$ cat src/rtl/fp_mul_seq.sv
// Sequential IEEE-754 single-precision multiplier: radix-2 shift-add mantissa
// product over ITER cycles, then a normalise/pack cycle. Truncating rounding.
`timescale 1ns/1ps
module fp_mul_seq #(
  parameter int unsigned ITER = 24
) (
  input  logic        clk,
  input  logic        rst_n,
  input  logic        start,
  input  logic [31:0] A,
  input  logic [31:0] B,
  output logic [31:0] out,
  output logic        busy,
  output logic        done,
  output logic        overflow,
  output logic        underflow
);

  localparam int unsigned CW = $clog2(ITER + 1);
  localparam int unsigned MW = 24;
  localparam int unsigned PW = 2 * MW;
  localparam int unsigned EW = 10;

  typedef enum logic [1:0] {IDLE, MUL, NORM} state_t;

  state_t               state;
  logic                 sign_q;
  logic                 zero_q;
  logic                 inf_q;
  logic signed [EW-1:0] exp_q;
  logic [MW-1:0]        mcand;
  // Upper half accumulates; lower half starts as the multiplier and is
  // shifted out as product bits shift in.
  logic [PW-1:0]        prod;
  logic [CW-1:0]        cnt;

  logic [MW:0]          sum_c;
  logic signed [EW-1:0] exp_fin_c;
  logic [22:0]          mant_c;
  logic [7:0]           ea_c;
  logic [7:0]           eb_c;

  assign ea_c      = A[30:23];
  assign eb_c      = B[30:23];
  assign sum_c     = {1'b0, prod[PW-1:MW]} + (prod[0] ? {1'b0, mcand} : (MW+1)'(0));
  assign exp_fin_c = exp_q + $signed(EW'(prod[PW-1]));
  assign mant_c    = prod[PW-1] ? prod[PW-2:MW] : prod[PW-3:MW-1];

  always_ff @(posedge clk or negedge rst_n) begin
    if (!rst_n) begin
      state     <= IDLE;
      sign_q    <= 1'b0;
      zero_q    <= 1'b0;
      inf_q     <= 1'b0;
      exp_q     <= '0;
      mcand     <= '0;
      prod      <= '0;
      cnt       <= '0;
      out       <= '0;
      busy      <= 1'b0;
      done      <= 1'b0;
      overflow  <= 1'b0;
      underflow <= 1'b0;
    end else begin
      done <= 1'b0;
      case (state)
        IDLE: begin
          if (start) begin
            sign_q <= A[31] ^ B[31];
            zero_q <= (ea_c == 8'd0) || (eb_c == 8'd0);
            inf_q  <= (ea_c == 8'hFF) || (eb_c == 8'hFF);
            exp_q  <= $signed(EW'(ea_c) + EW'(eb_c) - EW'(127));
            mcand  <= {1'b1, A[22:0]};
            prod   <= {MW'(0), 1'b1, B[22:0]};
            cnt    <= CW'(ITER);
            busy   <= 1'b1;
            state  <= MUL;
          end
        end
        MUL: begin
          prod <= {sum_c, prod[MW-1:1]};
          cnt  <= cnt - CW'(1);
          if (cnt == CW'(1)) state <= NORM;
        end
        NORM: begin
          done  <= 1'b1;
          busy  <= 1'b0;
          state <= IDLE;
          // Inf/NaN operands outrank zero operands; range checks apply last.
          if (inf_q) begin
            out       <= '0;
            overflow  <= 1'b1;
            underflow <= 1'b0;
          end else if (zero_q) begin
            out       <= {sign_q, 31'd0};
            overflow  <= 1'b0;
            underflow <= 1'b0;
          end else if (exp_fin_c >= EW'(255)) begin
            out       <= '0;
            overflow  <= 1'b1;
            underflow <= 1'b0;
          end else if (exp_fin_c <= EW'(0)) begin
            out       <= '0;
            overflow  <= 1'b0;
            underflow <= 1'b1;
          end else begin
            out       <= {sign_q, exp_fin_c[7:0], mant_c};
            overflow  <= 1'b0;
            underflow <= 1'b0;
          end
        end
        default: state <= IDLE;
      endcase
    end
  end

endmodule

$ cat config.mk
export PLATFORM = sky130hd
export DESIGN_NAME = fp_mul_seq
export DESIGN_NICKNAME = d
export VERILOG_FILES = /design/src/rtl/fp_mul_seq.sv
export SDC_FILE = /design/constraint.sdc
export NUM_CORES = 1
export LEC_CHECK = 0
export CORE_ASPECT_RATIO = 2
export CORE_UTILIZATION = 40
export DETAILED_ROUTE_END_ITERATION = 12
export GPL_ROUTABILITY_DRIVEN = 0
export PLACE_DENSITY_LB_ADDON = 0.05
export SETUP_SLACK_MARGIN = 0.3
export SYNTH_ARGS = -nofsm -noshare
export SYNTH_HDL_FRONTEND = slang
export SYNTH_SLANG_ARGS = --single-unit
$ cat constraint.sdc
create_clock -name clk -period 2.68 [get_ports clk]
set_input_delay 0.67 -clock clk [delete_from_list [all_inputs] [get_ports clk]]
set_output_delay 0.67 -clock clk [all_outputs]
set_load 0.005 [all_outputs]
Yosys cells after proc, flatten, opt, wreduce, memory -nomap -nowiden:

Index checks and enable logic that the tools add are counted.
Widths: inputs -> output; s select.

* bits in latches: 0
* bits in registers: 128
* ROM bits: 0
* memory bits (writable): 0
* bits of input ports: 67
* memories kept: 0

* divide/modulo/power cells: 0
* shift-type cells: 0
* equality and inequality tests: 7
* bitwise operators: 1
* add/subtract/negate cells: 5
* multiply operators: 0
* magnitude comparators: 2
* mux-type cells: 23
* reduce and logical (&&, ||, !) cells: 11

Operator list (count)
* $mux 32: 4
* $pmux 48 s2: 1
* $mux 48: 1
* $add 24x24->25: 1
* $mux 24: 1
* $mux 23: 1
* $eq 8x8->1 const B: 2
* $logic_not 8->1: 2
* $add 10x2->10: 1
* $ge 10x9->1 const B: 1
* $le 10x1->1 const B: 1
* $pmux 5 s2: 1
* $sub 9x7->10 const B: 1
* $add 8x8->9: 1
* $mux 1: 9
* $reduce_and 2->1: 4
* $eq 5x1->1 const B: 1
* $mux 5: 1
* $sub 5x1->5 const B: 1
* $mux 2: 2
* $ne 2x2->1 const B: 2
* $pmux 2 s2: 1
* $reduce_bool 2->1: 2
* $eq 2x1->1 const B: 1
* 5 further kinds: 6

Depth between registers and ports, before layout:

* depth after elaboration: 6
* depth in mapped cells: 12
* mapped depth without buffers: 12

Least setup slack after synthesis:

OpenSTA, ideal clock, no wires.

* path type: register -> register
* start: reg prod[0]
* end: reg prod[45]
* path slack: 0.067 ns
* data arrival time: 2.488 ns
* setup time: 0.125 ns
* stages on the path, launching flop included: 11
* period minus slack after synthesis: 2.613 ns
* cells stage by stage: dfrtp_1 > clkbuf_1 > nand2_1 > fa_1 > nor2b_1 > o2111ai_2 > a21boi_1 > a221o_1 > a311oi_2 > o21bai_1 > mux2_4

* cells in the longest elaborated chain, start to end: 3

Ends and longest elaborated chain
* start, declared: line 34 `logic [PW-1:0] prod;`
* start signal, assigned: line 74 `prod <= {MW'(0), 1'b1, B[22:0]};`
* start signal, assigned: line 81 `prod <= {sum_c, prod[MW-1:1]};`
* $mux 24: line 45 `assign sum_c = {1'b0, prod[PW-1:MW]} + (prod[0] ? {1'b0, mcand} : (MW+1)'(0));`
* $add 24x24->25: line 45
* $pmux 48 s2: line 66 `case (state)`

No other way between the ends.
A chain may end at the register's enable or synchronous reset.

Worst setup path after layout:

* start: reg prod[0]
* end: reg prod[41]

Same word-level chain as after synthesis.

==> results.json <==
{
  "pwr-share-clk_pct": 20.2,
  "hold_buffers": 0,
  "syn_area_um2": 7270,
  "fp.dieH_um": 193,
  "synth.net_count": 910,
  "synth_edf_count": 0,
  "max_cap_viol_count": 0,
  "final_common_cell": "nand2_1",
  "path_clk_slew_ps": 70,
  "antenna_found_initial": 0,
  "cts_made_buffers": 17,
  "violations": "setup timing",
  "mostFrequentLayoutCells": "nand2_1 (184), dfrtp_1 (125), clkdlybuf4s50_1 (92), buf_4 (83), o21ai_1 (38)",
  "ant_nets": 0,
  "ff2ff_setup_slack_ps": -5,
  "final_util_pct": 58.3,
  "drt-pass1-iter-count": 4,
  "cts_tree": "yes",
  "p_seq_share_pct": 29.4,
  "max_slew_margin_pct": 45.9,
  "dp_slack_ps": -319,
  "dp_hpwl_mm": 14.7,
  "finalSetupTns_ps": -5.12,
  "yosys_warnings": 0,
  "root_buffer": "clkbuf_16",
  "switching_share_pct": 39.7,
  "cts_buffer_depth": 2,
  "via_per_inst": 5.51,
  "final_net_count": 1087,
  "crit_fanout": 8,
  "setup_viol": 1,
  "cts_sinks": 128,
  "cp.required_ps": 2990,
  "grt_pass1_wl_mm": 33.5,
  "grtUsageTotal_pct": 22.7,
  "routed_wl_mm": 21.3,
  "rsz0062_at_grt": "true",
  "p_total_mw": 11.7,
  "vdd_drop_max_v": 0.000581,
  "netlist-cell-type-count": 63,
  "final.fill_count": 1607,
  "ios": 103,
  "ys_seq_area_share_pct": 44.1,
  "finalHoldViolCount": 0,
  "die_w_um": 97.3,
  "final_cells": 1201,
  "startpoint_type": "flip-flop",
  "grt_pass1_vias": 6863,
  "drive_gt1_share_pct": 22.7,
  "timing.fmax_ghz": 0.372,
  "outcome": "finished with violations",
  "pwr-share-comb_pct": 50.4,
  "power.density_nw_per_um2": 1130,
  "leakagePower_nw": 4.63,
  "areaGrowthSynthToFinish_pct": 42.6,
  "initial_core_util_pct": 40.9,
  "diodes": 0,
  "design_area_um2": 10400,
  "vias": 6618,
  "dieArea_um2": 18700,
  "critPathKind": "reg -> reg",
  "io_buffers": 102,
  "hp-class": "in -> async",
  "p_int_mw": 7.04,
  "synthCells": 798,
  "first_iter_violations": 267,
  "p_switching_mw": 4.64,
  "worst_pin_slew_ps": 811,
  "avgSynthCellArea_um2": 9.11,
  "dp_cells": 1142,
  "finalCritPeriodShare_pct": 100,
  "cts_htree_levels": 4,
  "core-area_um2": 17800,
  "postSynth.asyncResetShare_pct": 100,
  "grt_max_degree": 60,
  "ys_ff_latch": 128,
  "core.rowCount": 69,
  "setup_ws_ps": -5.12,
  "finClkSkew_ps": 13.4,
  "post-route-drc-count": 0,
  "synth_ff_type": "dfrtp_1",
  "post_drt_wl_per_cell_um": 17.8,
  "worstSetupEndpointType": "flip-flop",
  "hold_slack_ps": 109,
  "clkLatencyLatePin_ps": 430,
  "arrival_ps": 2990,
  "post-route-min-period_ps": 2690,
  "grt_overflow": 0,
  "slew_violations": 0,
  "placed_area_um2": 9040
}
-- repair_timing --
action,CTS,global route
endpoints found under the setup margin,53,54
cloned,1,3
pin swaps,39,48
resized for setup,49,69
hold endpoints to repair,0,0
setup buffers,17,6
-- kinds of logic (layout without fill, tap and decap cells) --
logic type                 Yosys count  count (layout)  share of synthesized area, %
and+or+nand+nor                    316             320                          19.8
AOI/OAI and AO/OA                  192             192                          17.5
DFF                                128             128                          44.1
buffers and inverters               61             247                          3.36
adders and majority gates           45              45                          7.95
xor gates and xnor gates            29              29                          3.49
muxes                               27              27                          3.80
-- layer usage --
| layer | share of wire, % | up-vias | wire (µm) | global-route usage, % |
|---|---|---|---|---|
| li1 | - | 3159 | - | - |
| met1 | 37 | 3264 | 7980 | 22.7 |
| met2 | 57 | 151 | 12200 | 45.6 |
| met3 | 2.8 | 44 | 607 | 3.59 |
| met4 | 2.8 | 0 | 590 | 9.50 |
| met5 | 0 | - | 0 | 0 |
-- power groups by stage --
stage / Clock [mW] / Combinational [mW] / Sequential (mW)
finish: 2.35 / 5.89 / 3.43
CTS: 2.40 / 5.47 / 3.41
global route: 2.48 / 6.50 / 3.54
global placement: 0 / 4.88 / 3.39
floorplan: 0 / 3.40 / 3.13
detailed placement: 0 / 5.00 / 3.41
-- Yosys cell counts (7+ instances only) --
cell type,count,area [µm²]
nand2_1,186,698
dfrtp_1,128,3200
ha_1,43,538
o21ai_0,42,210
clkbuf_1,36,135
o21ai_1,30,150
mux2i_1,25,250
nand3_1,25,125
a21oi_1,24,120
and2_1,24,150
a22oi_1,23,173
nor2_1,22,82.6
inv_1,18,67.6
xnor2_1,16,140
xor2_1,13,114
a21o_1,11,82.6
nor3_1,10,50.1
a31oi_1,9,56.3
a32o_1,9,90.1
nand4_1,8,50.1
nand2b_1,7,43.8
nor2b_1,7,43.8
-- registers in the layout (all words and copies together), names as in the netlist --
signal     flops
prod          48
out           32
mcand         24
exp_q         10
cnt            5
state          2
busy           1
done           1
inf_q          1
overflow       1
sign_q         1
underflow      1
zero_q         1
-- final cells by class --
| cell class | count | area (µm²) | share of cell area [%] |
|---|---|---|---|
| clock buffers | 18 | 439 | 4.24 |
| clock inverters | 14 | 155 | 1.50 |
| inverters | 19 | 71.3 | 0.688 |
| multi-input cells | 613 | 4420 | 42.6 |
| flip-flops and latches | 128 | 3210 | 30.9 |
| well taps | 213 | 267 | 2.57 |
| repair buffers | 196 | 1810 | 17.4 |
-- final timing paths --
path / from / end / cells past startpoint
min reg2reg: mcand[23] / mcand[23] / 1
min: rst_n / exp_q[8] / 1
max reg2reg: prod[0] / prod[41] / 12
min in group clk: mcand[23] / mcand[23] / 1
max: prod[0] / prod[41] / 12
max in group asynchronous: rst_n / mcand[7] / 2
-- critical path, cell delays in order (launching register included) --
cell and delay [ps]:
dfrtp_2 440, buf_12 140, buf_12 120, and2_4 130
ha_4 230, a21oi_4 120, o21ai_1 90, a21o_1 160
a221o_2 420, buf_6 150, a31oi_4 230, mux2i_1 250
nand2_1 70
(Power assumes the default switching activity.)
==> RTL change 1, RTL diff (same flow settings) <==
Put one more register stage on the output `out`, with the module's reset. The value now appears one clock later. The other outputs are not delayed to match.
--- a/src/rtl/fp_mul_seq.sv
+++ b/src/rtl/fp_mul_seq.sv
@@ -22,6 +22,8 @@
   localparam int unsigned EW = 10;
 
   typedef enum logic [1:0] {IDLE, MUL, NORM} state_t;
+
+  logic [31:0] out_s0;
 
   state_t               state;
   logic                 sign_q;
@@ -56,7 +58,7 @@
       mcand     <= '0;
       prod      <= '0;
       cnt       <= '0;
-      out       <= '0;
+      out_s0    <= '0;
       busy      <= 1'b0;
       done      <= 1'b0;
       overflow  <= 1'b0;
@@ -88,23 +90,23 @@
           state <= IDLE;
           // Inf/NaN operands outrank zero operands; range checks apply last.
           if (inf_q) begin
-            out       <= '0;
+            out_s0    <= '0;
             overflow  <= 1'b1;
             underflow <= 1'b0;
           end else if (zero_q) begin
-            out       <= {sign_q, 31'd0};
+            out_s0    <= {sign_q, 31'd0};
             overflow  <= 1'b0;
             underflow <= 1'b0;
           end else if (exp_fin_c >= EW'(255)) begin
-            out       <= '0;
+            out_s0    <= '0;
             overflow  <= 1'b1;
             underflow <= 1'b0;
           end else if (exp_fin_c <= EW'(0)) begin
-            out       <= '0;
+            out_s0    <= '0;
             overflow  <= 1'b0;
             underflow <= 1'b1;
           end else begin
-            out       <= {sign_q, exp_fin_c[7:0], mant_c};
+            out_s0    <= {sign_q, exp_fin_c[7:0], mant_c};
             overflow  <= 1'b0;
             underflow <= 1'b0;
           end
@@ -114,5 +116,13 @@
     end
   end
 
+  always_ff @(posedge clk or negedge rst_n) begin
+    if (!rst_n) begin
+      out <= '0;
+    end else begin
+      out <= out_s0;
+    end
+  end
+
 endmodule
 
Formal check against the unedited RTL: no difference found for any inputs over 10 cycles, from zero or initial values and one cycle with rst_n low; that may be too few to reach the edited logic, so the function may still have changed.
==> RTL change 1 against the original RTL <==
Design area rose by 8.2%; largest cell class unchanged; worst setup slack improved by 0.033 ns; synthesized area rose by 8.9%; total power grew 3.0%; sequential cell count increased by 32; combinational power shrank 3.9%; wire length is 2.3% lower; clock power up 3%; sequential share of layout area increased by 4.8 points; die area up 8.8%; via count shrank 2.8%; count of clock-buffer cells in the layout increased by 6.
==> RTL change 1: results (changes against the original RTL) <==
| Metric | Value |
|---|---|
| Port Buf Inserts | `102 (unchanged)` |
| Proportion of layout cells with a drive suffix above 1 | `24.6% (was 22.7%)` |
| Netlist cell types | `56 (was 63)` |
| Crit Path Max Fanout | `5 (was 8)` |
| Overall routing resource usage | `21.8% (was 22.7%)` |
| HPWL after DPL | `14.6 mm (was 14.7 mm)` |
| Via density | `5.14 (was 5.51)` |
| Syn nets | `912 (was 910)` |
| Pin count of the biggest net entering global routing | `70 (was 60)` |
| CTS buffer count | `17 (unchanged)` |
| Reg2reg end | `prod[47] (was prod[41])` |
| Initial drt markers | `161 (was 267)` |
| Avg WL per Cell | `16.7 um (was 17.8 um)` |
| CTS Buffer Depth | `2 (unchanged)` |
| R2r worst-path depth | `12 (unchanged)` |
| Family with the most delay on the worst path | `compound AO/OA/AOI/OAI gates (unchanged)` |
| Seq/Total Area, Yosys | `50.6% (was 44.1%)` |
| RR Startpoint | `prod[0] (unchanged)` |
| Global-route wire length before repair | `34.0 mm (was 33.5 mm)` |
| Arr. time, crit path | `2.96 ns (was 2.99 ns)` |
| Dominant synthesized flop cell | `dfrtp_1 (unchanged)` |
| Placed cell count | `1187 (was 1142)` |
| Non-filler cells, final | `1252 (was 1201)` |
| Syn_area_per_cell | `9.90 um^2 (was 9.11 um^2)` |
| Post-Route Skew | `0.00747 ns (was 0.0134 ns)` |
| Slowest cell on the critical path | `dfrtp_2 (unchanged)` |
| Root buffer cell | `clkbuf_16 (unchanged)` |
| Diode count | `0 (unchanged)` |
| Top cells by area, synth | `dfrtp_1, nand2_1, ha_1 (unchanged)` |
| H-Tree Depth | `4 (unchanged)` |
| CP max stage delay | `approximately 0.45 ns` |
| Dpl cell area | `0.00979 mm^2 (was 0.00904 mm^2)` |
| FFs w/ async S/R, synth | `100% (unchanged)` |
| Final nets | `1092 (was 1087)` |
| Multi-input logic area | `0.00428 mm^2 (was 0.00442 mm^2)` |
| Synthesis Warnings | `0 (unchanged)` |
| Post-placement setup slack | `-0.315 ns (was -0.319 ns)` |
| TritonRoute pass-1 iters | `5 (was 4)` |
| Clock-pin slew on the worst setup and hold paths | `0.06 ns` |
| Top post-synthesis cells by count | `nand2_1, dfrtp_1, o21ai_0 (was nand2_1, dfrtp_1, ha_1)` |
| Hold_ws | `0.268 ns (was 0.109 ns)` |
| Tightest Pin Transition | `0.709 ns (was 0.811 ns)` |
| Min-Delay Path Class | `in2async (unchanged)` |
| Vias in the first global route | `6941 (was 6863)` |
| Fill cells | `1688 (was 1607)` |
| Max IR drop VDD | `476 uV (was 581 uV)` |
| Biggest regs | `prod (48), out (32), out_s0 (32) (was prod (48), out (32), mcand (24))` |
| Leakage | `5.11 nW (was 4.63 nW)` |
| Status | `completed (was finished, violations left)` |
| Worst-Skew Late Latency | `0.43 ns (about the same)` |
| Initial antenna violation count | `0 (unchanged)` |
RTL change 1: logic make-up after synthesis:
family | share of synthesized area [%]
muxes | 3.16
adders and majority gates | 7.30
and+or+nand+nor | 17.4
AOI/OAI and AO/OA | 14.7
buffers and inverters | 3.26
DFF | 50.6
xor gates and xnor gates | 3.65
RTL change 1: worst max path at each step:
stage | from | end | slack [ns]
global placement | A[24] | exp_q[7] | -0.27
CTS | prod[0] | prod[47] | 0.06
global route | prod[0] | prod[47] | -0.07
detailed placement | A[24] | exp_q[7] | -0.32
finish | prod[0] | prod[47] | 0.03
floorplan | prod[0] | prod[47] | 0.27
RTL change 1: area by class of cell:
type,instances,area share [%]
timing repair buffer,199,17.3
clock buffer,24,4.30
multi-input combinational,580,38.2
sequential,160,35.7
inverter,22,0.736
tap,259,2.89
clock inverter,8,0.937
RTL change 1: repair_timing:
item,in CTS,in global routing
endpoints found under the setup margin,50,50
gates resized for setup,91,43
pin swaps,60,50
cloned,2,0
buffers inserted,21,10
hold buffers,0,0
RTL change 1: routing by layer:
| layer | track usage (%) | wire [um] |
|---|---|---|
| met1 | 21.4 | 7320 |
| met5 | 0 | 0 |
| met4 | 11.4 | 826 |
| met2 | 41.8 | 12200 |
| met3 | 3.66 | 549 |
RTL change 1: power by group:
group	leakage (nW)	switching [mW]	internal, mW
clock network	0.277	0.967	1.45
registers	2.06	0.712	3.24
logic	2.77	2.85	2.81
==> RTL change 2, RTL diff (same flow settings) <==
Without the edit above. `ITER`: 24 -> 48.
--- a/src/rtl/fp_mul_seq.sv
+++ b/src/rtl/fp_mul_seq.sv
@@ -2,7 +2,7 @@
 // product over ITER cycles, then a normalise/pack cycle. Truncating rounding.
 `timescale 1ns/1ps
 module fp_mul_seq #(
-  parameter int unsigned ITER = 24
+  parameter int unsigned ITER = 48
 ) (
   input  logic        clk,
   input  logic        rst_n,
Formal check against the unedited RTL: same outputs for any inputs over 10 cycles, from zero or initial values and one cycle with rst_n low; that may be too few to reach the edited logic, so the function may still have changed.
==> RTL change 2 against the original RTL <==
The flow finishes with violations (design-rule violations); synthesized area rose by 1.5%; clock power fell by 7%; sequential cell count rose by 1; hold slack improved by 0.034 ns; design area fell by 0.43%; die area rose by 1.5%; combinational power rose by 3.7%; worst setup slack improved by 0.073 ns; non-clock buffer count fell by 6; wire length rose by 0.98%; total power rose by 0.74%; global-route usage rose by 0.70 points; largest power group unchanged.
==> RTL change 2: results (changes against the original RTL) <==
| Metric | Value |
|---|---|
| Met1 GRT Util | `23.3% (was 22.7%)` |
| Met3 usage | `4.11% (was 3.59%)` |
| Status | `finished, violations left (unchanged)` |
| Clock sinks | `129 (was 128)` |
| Arr. time, crit path | `2.91 ns (was 2.99 ns)` |
| # DRC | `8 (was 0)` |
| Adder and majority cell fraction of the synthesized area | `7.83% (was 7.95%)` |
| Signal buf overhead | `17.6% (was 17.4%)` |
| Top cells by area, synth | `dfrtp_1, nand2_1, ha_1 (unchanged)` |
| Violated checks | `design-rule violations (was negative setup slack)` |
| Post-Route Skew | `0.00845 ns (was 0.0134 ns)` |
| Placed cell count | `1161 (was 1142)` |
| Met2 wire len | `12.6 mm (was 12.2 mm)` |
| Pint | `7.04 mW (about the same)` |
| Final nets | `1101 (was 1087)` |
| Seq/Total Area, Yosys | `43.7% (was 44.1%)` |
| Hold_ws | `0.143 ns (was 0.109 ns)` |
| Pin count of the biggest net entering global routing | `69 (was 60)` |
| R2R setup slack | `0.07 ns (was -0.005 ns)` |
| Leakage | `4.62 nW (was 4.63 nW)` |
| Syn Inst Count | `823 (was 798)` |
| Proportion of layout cells with a drive suffix above 1 | `20.6% (was 22.7%)` |
| Reg2reg end | `prod[46] (was prod[41])` |
| R2r worst-path depth | `11 (was 12)` |
| Top post-synthesis cells by count | `nand2_1, dfrtp_1, o21ai_0 (was nand2_1, dfrtp_1, ha_1)` |
| Net Sw Power | `4.72 mW (was 4.64 mW)` |
| Multi-input logic area | `0.00436 mm^2 (was 0.00442 mm^2)` |
| Via density | `5.45 (was 5.51)` |
| Non-clock buffers | `190 (was 196)` |
| TritonRoute pass-1 iters | `10 (was 4)` |
| Register Area | `0.00323 mm^2 (was 0.00321 mm^2)` |
| Met1 Wirelength | `7.59 mm (was 7.98 mm)` |
| Post-synthesis xor/xnor area fraction | `3.20% (was 3.49%)` |
| Syn nets | `935 (was 910)` |
| Global routing usage on met2 | `46.1% (was 45.6%)` |
| Tightest Pin Transition | `0.648 ns (was 0.811 ns)` |
-- RTL change 2: cell families after synthesis --
group,Yosys count
and+or+nand+nor,347
muxes,30
buffers and inverters,65
xor gates and xnor gates,27
adders and majority gates,45
AOI/OAI and AO/OA,180
DFF,129
-- RTL change 2: worst max path at each step --
| stage | start | slack (ns) | cells after the start | end |
|---|---|---|---|---|
| final | prod[0] | 0.07 | 11 | prod[46] |
| after global routing | prod[0] | 0.005 | 12 | prod[44] |
| after CTS | prod[0] | 0.11 | 11 | prod[46] |
| after detailed placement | B[24] | -0.27 | 11 | exp_q[7] |
| after global placement | A[25] | -0.21 | 10 | exp_q[8] |
| after floorplan | prod[0] | 0.03 | 12 | prod[45] |
-- RTL change 2: what timing repair did --
item,CTS,global route
gates resized for setup,51,41
setup endpoints to repair,46,52
setup buffers,9,9
gates cloned,1,3
endpoints found under the hold margin,0,0
pin swaps,27,25
